**src/rtl/seq_tx1010.sv**
```systemverilog
// ----------------------------------------------------------------------------
// seq_tx1010 : parallel-to-serial bit-stream transmitter with a reference
//              counter of overlapping "1010" patterns seen on its own output.
//
// Ports
//   clock      in   system clock, all state updates on the rising edge
//   reset      in   synchronous active-low reset (priority over everything)
//   data_in    in   WIDTH-bit word to send, bit WIDTH-1 goes first
//   valid      in   data_in is valid (held stable by the source until accepted)
//   ready      out  a word can be accepted this cycle (combinational from state)
//   seq_out    out  serial stream, 0 when idle
//   seq_valid  out  seq_out carries a data bit this cycle
//   done       out  high while the LSB of a word is on seq_out
//   clear_cnt  in   synchronous clear of match_cnt and of the pattern history
//   match_cnt  out  saturating count of overlapping "1010" patterns on seq_out
// ----------------------------------------------------------------------------
module seq_tx1010 #(
    parameter int WIDTH = 8,
    parameter int CNT_W = 8
) (
    input  logic             clock,
    input  logic             reset,
    input  logic [WIDTH-1:0] data_in,
    input  logic             valid,
    output logic             ready,
    output logic             seq_out,
    output logic             seq_valid,
    output logic             done,
    input  logic             clear_cnt,
    output logic [CNT_W-1:0] match_cnt
);

    localparam int BC_W = (WIDTH > 2) ? $clog2(WIDTH) : 1;

    typedef enum logic [0:0] {
        IDLE  = 1'b0,
        SHIFT = 1'b1
    } state_t;

    state_t            state_q,     state_d;
    // Holds the bits still to be sent, MSB-aligned; the bit on the wire
    // lives in seq_out_q, so the register is loaded pre-shifted by one.
    logic [WIDTH-1:0]  shreg_q,     shreg_d;
    logic [BC_W-1:0]   bitcnt_q,    bitcnt_d;
    logic              seq_out_q,   seq_out_d;
    logic              seq_valid_q, seq_valid_d;
    logic              done_q,      done_d;
    logic [2:0]        hist_q,      hist_d;
    logic [CNT_W-1:0]  match_cnt_q, match_cnt_d;

    logic              ready_s;
    logic              accept_s;
    logic              hit_s;
    logic              sat_s;

    // Handshake: ready in IDLE, or while the LSB of the current word is out.
    always_comb begin
        ready_s  = (state_q == IDLE) || ((state_q == SHIFT) && (bitcnt_q == {BC_W{1'b0}}));
        accept_s = valid && ready_s;
    end

    // Transmit FSM next-state and registered-output next values.
    always_comb begin
        state_d     = state_q;
        shreg_d     = shreg_q;
        bitcnt_d    = bitcnt_q;
        seq_out_d   = seq_out_q;
        seq_valid_d = seq_valid_q;
        if (accept_s) begin
            state_d     = SHIFT;
            shreg_d     = {data_in[WIDTH-2:0], 1'b0};
            bitcnt_d    = BC_W'(WIDTH - 1);
            seq_out_d   = data_in[WIDTH-1];
            seq_valid_d = 1'b1;
        end else begin
            case (state_q)
                IDLE: begin
                    shreg_d     = {WIDTH{1'b0}};
                    bitcnt_d    = {BC_W{1'b0}};
                    seq_out_d   = 1'b0;
                    seq_valid_d = 1'b0;
                end
                SHIFT: begin
                    if (bitcnt_q != {BC_W{1'b0}}) begin
                        shreg_d     = {shreg_q[WIDTH-2:0], 1'b0};
                        bitcnt_d    = bitcnt_q - BC_W'(1);
                        seq_out_d   = shreg_q[WIDTH-1];
                        seq_valid_d = 1'b1;
                    end else begin
                        // LSB just went out and no follow-on word: go quiet.
                        state_d     = IDLE;
                        shreg_d     = {WIDTH{1'b0}};
                        bitcnt_d    = {BC_W{1'b0}};
                        seq_out_d   = 1'b0;
                        seq_valid_d = 1'b0;
                    end
                end
                default: begin
                    state_d     = IDLE;
                    shreg_d     = {WIDTH{1'b0}};
                    bitcnt_d    = {BC_W{1'b0}};
                    seq_out_d   = 1'b0;
                    seq_valid_d = 1'b0;
                end
            endcase
        end
        // done marks the cycle in which the LSB sits on the wire.
        done_d = (state_d == SHIFT) && (bitcnt_d == {BC_W{1'b0}});
    end

    // Pattern history and saturating "1010" counter next values.
    always_comb begin
        hit_s       = ({hist_q, seq_out_q} == 4'b1010);
        sat_s       = (match_cnt_q == {CNT_W{1'b1}});
        match_cnt_d = match_cnt_q;
        hist_d      = {hist_q[1:0], seq_out_q};
        if (clear_cnt) begin
            match_cnt_d = {CNT_W{1'b0}};
            hist_d      = 3'b000;
        end else begin
            if (hit_s && !sat_s) begin
                match_cnt_d = match_cnt_q + CNT_W'(1);
            end else begin
                match_cnt_d = match_cnt_q;
            end
        end
    end

    // State and output registers with synchronous active-low reset.
    always_ff @(posedge clock) begin
        if (!reset) begin
            state_q     <= IDLE;
            shreg_q     <= {WIDTH{1'b0}};
            bitcnt_q    <= {BC_W{1'b0}};
            seq_out_q   <= 1'b0;
            seq_valid_q <= 1'b0;
            done_q      <= 1'b0;
            hist_q      <= 3'b000;
            match_cnt_q <= {CNT_W{1'b0}};
        end else begin
            state_q     <= state_d;
            shreg_q     <= shreg_d;
            bitcnt_q    <= bitcnt_d;
            seq_out_q   <= seq_out_d;
            seq_valid_q <= seq_valid_d;
            done_q      <= done_d;
            hist_q      <= hist_d;
            match_cnt_q <= match_cnt_d;
        end
    end

    assign ready     = ready_s;
    assign seq_out   = seq_out_q;
    assign seq_valid = seq_valid_q;
    assign done      = done_q;
    assign match_cnt = match_cnt_q;

endmodule
```
**config.mk**
```make
export PLATFORM = sky130hd
export DESIGN_NAME = seq_tx1010
export DESIGN_NICKNAME = d
export VERILOG_FILES = /design/src/rtl/seq_tx1010.sv
export SDC_FILE = /design/constraint.sdc
export NUM_CORES = 1
export LEC_CHECK = 0
export BUFFER_PORTS_ARGS = -buffer_cell sky130_fd_sc_hd__buf_2
export CAP_MARGIN = 20
export CORE_MARGIN = 1.5
export CORE_UTILIZATION = 55
export CTS_CLUSTER_SIZE = 12
export DETAILED_ROUTE_END_ITERATION = 8
export PLACE_DENSITY = 0.81
export SYNTH_ARGS = -nofsm -noshare
export SYNTH_HDL_FRONTEND = slang
export SYNTH_SLANG_ARGS = --single-unit
```
**constraint.sdc**
```tcl
create_clock -name clock -period 2.3 [get_ports clock]
set_input_delay 0.345 -clock clock [delete_from_list [all_inputs] [get_ports clock]]
set_output_delay 0.345 -clock clock [all_outputs]
set_load 0.03 [all_outputs]
```
==> impl_metrics.json, run 1 <==
{
  "critPathCaptureType": "output pin",
  "skew_ns": 0.00118,
  "dp_hpwl_mm": 1.48,
  "required_ns": 1.96,
  "slew_headroom_pct": 59.0,
  "min_period_over_period_pct": 91.1,
  "num_vias": 901,
  "cts_tree": "built",
  "yosysWarnings": 0,
  "cp-startpoint": "bitcnt_q[1]$_SDFF_PN0_",
  "viasPerCell": 5.53,
  "synth-seq-cells": 24,
  "rsz0062_at_grt": "false",
  "postCtsSetupRepairBufs": 0,
  "antenna_found_initial": 0,
  "ant_nets": 0,
  "synth_compound_area_share_pct": 15.4,
  "hold_buffers": 0,
  "io_buffers": 23,
  "cp.arrival_ns": 1.75,
  "grt_pass1_vias": 771,
  "clock_path_buffers": 2,
  "placementRows": 15,
  "gr-total-overflow": 0,
  "setup_viol": 0,
  "reg2reg_from": "bitcnt_q[1]$_SDFF_PN0_",
  "grtUsageMet3_pct": 3.53,
  "area_growth_pct": 14.0,
  "synth_area_leaders": "dfxtp_1, a21boi_0, nand2_1",
  "synth_commonest_cells": "dfxtp_1, nand2_1, a21boi_0, nand3_1, a211oi_1",
  "muxShareOfSynthArea_pct": 2.86,
  "cts.htree.levels": 1,
  "tns_ns": 0,
  "met1_usage_pct": 27.4,
  "cp_cell_sequence": "or2_2 -> inv_1 -> ha_1 -> nor2b_1 -> clkinv_1 -> buf_2",
  "grt_max_degree": 15,
  "hp-class": "input pin to flop",
  "firstDrtPassIters": 4,
  "power.density_mw_per_mm2": 570,
  "drt_iter0_markers": 31,
  "fp.dieH_um": 46.7,
  "clkTransAtPathRegs_ns": 0.12,
  "rrSetupSlack_ns": 0.72,
  "cts_buffers": 3,
  "ys_types": 35,
  "endpoint": "ready",
  "leakagePower_nw": 0.479,
  "yosysMostFrequentCell": "dfxtp_1",
  "grt_pass1_wl_mm": 3.13,
  "period_minus_slack_ns": 2.10,
  "post-route-drc-count": 0,
  "synth_top_cell_by_area": "dfxtp_1",
  "seq_area_frac_synth_pct": 45.7,
  "cp_max_fo": 9,
  "reg2regPathDepth": 7,
  "syn-num-nets": 131,
  "final_net_count": 155,
  "worstSetupStartpointType": "flop",
  "drive_gt1_share_pct": 21.7,
  "cp_slowest_stage_delay_ns": 0.38,
  "dieWidth_um": 46.7,
  "drv_cap": 0,
  "synth-edff-count": 0,
  "dp_cells": 160,
  "clock_latency_ns": 0.32,
  "yosys.area_share.simple_pct": 28.3,
  "r2r_end": "done$_SDFF_PN0_",
  "use_met2_pct": 32.5,
  "gp_congestion": 0.779,
  "total_power_w": 0.000683,
  "post_cts_resized": 0,
  "io_pins": 24,
  "tightestPinTransition_ns": 0.614,
  "syn-cell-area_mm2": 0.00105,
  "post_dp_cell_area_mm2": 0.00118,
  "clock_sinks": 24,
  "status": "finished clean",
  "finalWirelength_mm": 2.02,
  "grt_usage_pct": 20.4,
  "synth_cells": 116,
  "fp.dieArea_mm2": 0.00218,
  "synth_xor_area_share_pct": 0,
  "crit_type": "flop to output pin",
  "synth_top_family_by_area": "simple AND/OR/NAND/NOR gates",
  "synth_top_flop_cell": "dfxtp_1",
  "synth_top_area_share_pct": 45.7,
  "antenna_cells": 0,
  "fin_cells": 163,
  "slew_violations": 0,
  "grt.busiest_layer": "met2",
  "fmax_mhz": 477,
  "synthArstFlopShare_pct": 0,
  "avgRoutedWirePerCell_um": 12.4,
  "final_area_mm2": 0.00120,
  "synth_fa_ha_area_share_pct": 3.57,
  "root_buffer": "clkbuf_4",
  "finalHoldViolCount": 0,
  "synth.avg_cell_area_um2": 9.06,
  "core_mm2": 0.00176,
  "vdd_drop_max_v": 0.000431,
  "initial_core_util_pct": 59.6,
  "crit_slowest_cell": "dfxtp_1"
}
[how the worst min path moves through the flow]
stage,startpoint,to,depth (start not counted)
2_1_floorplan,shreg_q[7]$_SDFF_PN0_,seq_out$_SDFF_PN0_,2
3_3_place_gp,shreg_q[6]$_SDFF_PN0_,shreg_q[7]$_SDFF_PN0_,2
3_5_place_dp,shreg_q[3]$_SDFF_PN0_,shreg_q[4]$_SDFF_PN0_,2
4_1_cts,data_in[0],shreg_q[1]$_SDFF_PN0_,3
5_1_grt,data_in[0],shreg_q[1]$_SDFF_PN0_,3
6_report,data_in[0],shreg_q[1]$_SDFF_PN0_,3
[sequential cells by signal, indices dropped and copies added (netlist names)]
name,flops
seq_out,1
match_cnt,8
shreg_q,7
bitcnt_q,3
hist_q,3
done,1
state_q,1
[critical path: cells and delay by family (launching register included)]
| kind | cells | cell delay (ns) |
|---|---|---|
| simple gates | 2 | 0.34 |
| buf+inv | 3 | 0.54 |
| flops | 1 | 0.38 |
| fa+ha+maj | 1 | 0.17 |
[per-stage QoR]
step	worst slack [ns]	hold slack [ns]	utilization, %
after floorplan	0.642	0.426	-
after global placement	0.679	0.430	66.7
after detailed placement	0.565	0.438	66.7
after CTS	0.185	0.239	67.9
after global routing	0.0301	0.250	67.9
final	0.204	0.243	67.9
[routing by layer]
| metal | up-vias | part of all wire (%) |
|---|---|---|
| met5 | - | 0 |
| met1 | 413 | 47 |
| li1 | 459 | - |
| met3 | 5 | 4.1 |
| met4 | 0 | 1.8 |
| met2 | 24 | 47 |
[area by class of cell]
type	instances	area (um^2)
Multi-Input combinational cell	83	527
Tap cell	25	31.3
Inverter	4	15.0
Timing Repair Buffer	24	123
Clock buffer	3	22.5
Fill cell	161	566
Sequential cell	24	480
[cells in the final DEF, fill, tap and decap left out, types with 2 or more instances in the layout]
master,count
a211oi_1,5
a21boi_0,9
a21oi_1,3
and2_1,4
and3_1,2
and4_1,2
buf_2,23
clkbuf_4,3
dfxtp_1,24
ha_1,3
inv_1,3
mux2i_1,3
nand2_1,18
nand2b_1,3
nand3_1,9
nor2_1,3
nor2b_1,2
nor4_1,2
o21ai_0,2
[cell families (layout without fill, tap and decap cells)]
kind of cell,count (synthesis),after routing
muxes,3,3
and+or+nand+nor,54,54
AOI/OAI and AO/OA,23,23
buffers and inverters,9,31
DFF,24,24
adders and majority gates,3,3
[power breakdown]
part           internal (W)  total (W)  switching, W
clock network     0.0000615   0.000184      0.000122
logic             0.0000267  0.0000641     0.0000374
registers          0.000428   0.000435    0.00000664
total              0.000517   0.000683      0.000166
(Power assumes the default switching activity.)
==> run 2: changes to the inputs <==
BUFFER_PORTS_ARGS = not set   (was -buffer_cell sky130_fd_sc_hd__buf_2)
CORE_UTILIZATION = 64   (was 55)
DONT_BUFFER_PORTS = 1   (was not set)
PLACE_DENSITY = 0.8   (was 0.81)
==> run 2 against run 1 <==
Worst setup slack gained 0.072 ns. Critical path type unchanged. Largest power group unchanged. Register-to-register slack worse by 0.26 ns. Clock power grew 60%.
==> impl_metrics.json, run 2 (synthesis gave the netlist of run 1 again) <==
{
  "cts_tree": "built",
  "final_area_mm2": 0.00110,
  "hold_buffers": 0,
  "setup_viol": 0,
  "grt_usage_pct": 21.0,
  "io_buffers": 0,
  "cp.arrival_ns": 1.68,
  "fp.dieArea_mm2": 0.00189,
  "final_cell_mix": "dfxtp_1, nand2_1, a21boi_0, nand3_1, a211oi_1",
  "leakagePower_nw": 0.387,
  "clkTransAtPathRegs_ns": 0.13,
  "root_buffer": "clkbuf_4",
  "cp_cell_sequence": "or2_2 -> inv_1 -> ha_1 -> nor2b_1 -> buf_4 -> clkinv_1",
  "ant_nets": 0,
  "tightestPinTransition_ns": 0.579,
  "antenna_found_initial": 0,
  "firstDrtPassIters": 4,
  "area_growth_pct": 4.88,
  "core_mm2": 0.00152,
  "hp-class": "input pin to flop",
  "worstSetupStartpointType": "flop",
  "fp.dieH_um": 43.5,
  "cts.htree.levels": 1,
  "power.density_mw_per_mm2": 705,
  "dieWidth_um": 43.5,
  "gp_congestion": 0.921,
  "post-route-drc-count": 0,
  "slew_headroom_pct": 61.3,
  "placementRows": 14,
  "vdd_drop_max_v": 0.000417,
  "whs_ns": 0.140,
  "clock_latency_ns": 0.30,
  "finalHoldViolCount": 0,
  "gr-total-overflow": 0,
  "required_ns": 1.96,
  "avgRoutedWirePerCell_um": 13.8,
  "cts_buffers": 3,
  "rsz0062_at_grt": "false",
  "skew_ns": 0.00518,
  "num_vias": 807,
  "critPathCaptureType": "output pin",
  "grt_max_degree": 15,
  "final_util_pct": 72.3,
  "layout_commonest_cell": "dfxtp_1",
  "min_period_over_period_pct": 88.0,
  "largest_register_ffs": 8,
  "tns_ns": 0,
  "slew_violations": 0,
  "drt_iter0_markers": 10,
  "io_pins": 24,
  "post_dp_cell_area_mm2": 0.00105,
  "dp_hpwl_mm": 1.36,
  "cp_max_fo": 10,
  "initial_core_util_pct": 69.0,
  "status": "finished clean",
  "crit_type": "flop to output pin",
  "viasPerCell": 6.11,
  "clock_sinks": 24,
  "grt_pass1_wl_mm": 3.11,
  "finalWirelength_mm": 1.83,
  "antenna_cells": 0,
  "cp_slowest_stage_delay_ns": 0.39,
  "drv_cap": 0,
  "period_minus_slack_ns": 2.02,
  "clock_path_buffers": 2,
  "final_net_count": 132,
  "drive_gt1_share_pct": 6.90,
  "fmax_mhz": 494,
  "grt_pass1_vias": 754,
  "crit_slowest_cell": "dfxtp_1",
  "post_cts_resized": 0,
  "postCtsSetupRepairBufs": 0
}
[run 2: cell types whose count changed in the layout (fill, tap and decap cells not counted), sizes merged]
cell,previous run,this run
buf,24,1
bufinv,0,1
[run 2: worst max-delay path, delay by kind of cell, from the launching register on]
kind                       cells  cell delay [ns]
adders and majority gates      1             0.16
buffers and inverters          3             0.59
DFF                            1             0.39
and+or+nand+nor                2             0.24
[run 2: through the flow]
step / setup WS (ns) / instances / power [W]
floorplan: 0.642 / 116 / 0.000487
global placement: 0.557 / 128 / 0.000489
detailed placement: 0.469 / 128 / 0.000492
CTS: 0.266 / 132 / 0.000784
global route: 0.117 / 132 / 0.000807
finish: 0.276 / 132 / 0.000777
[run 2: final cells by class]
class                           count  area, um^2
Clock buffer                        3        22.5
Clock inverter                      1        30.0
Fill cell                         118         422
Inverter                            4        15.0
Multi-Input combinational cell     83         527
Sequential cell                    24         480
Tap cell                           16        20.0
Timing Repair Buffer                1        7.51
[run 2: path summary, 6_finish.rpt]
path,cells after the start,from,slack [ns],to
worst max register to register,8,bitcnt_q[1]$_SDFF_PN0_,0.46,bitcnt_q[1]$_SDFF_PN0_
worst max-delay path,6,bitcnt_q[1]$_SDFF_PN0_,0.28,ready
worst min-delay path,2,reset,0.14,shreg_q[1]$_SDFF_PN0_
worst min register to register,2,shreg_q[2]$_SDFF_PN0_,0.46,shreg_q[3]$_SDFF_PN0_
[run 2: power by group]
group          switching [W]  internal (W)  leakage [nW]   total, W
Clock               0.000118      0.000176        0.0279   0.000294
Sequential         0.0000123      0.000428         0.196   0.000441
Combinational      0.0000237     0.0000181         0.163  0.0000418
Total               0.000154      0.000622         0.387   0.000777
[run 2: metal layers]
metal / vias up / global-route usage, % / part of all wire [%]
met1: 366 / 26.8 / 44
li1: 409 / - / -
met3: 4 / 3.33 / 6.4
met2: 28 / 35.5 / 48
met4: 0 / 7.88 / 1.5
met5: - / 0 / 0
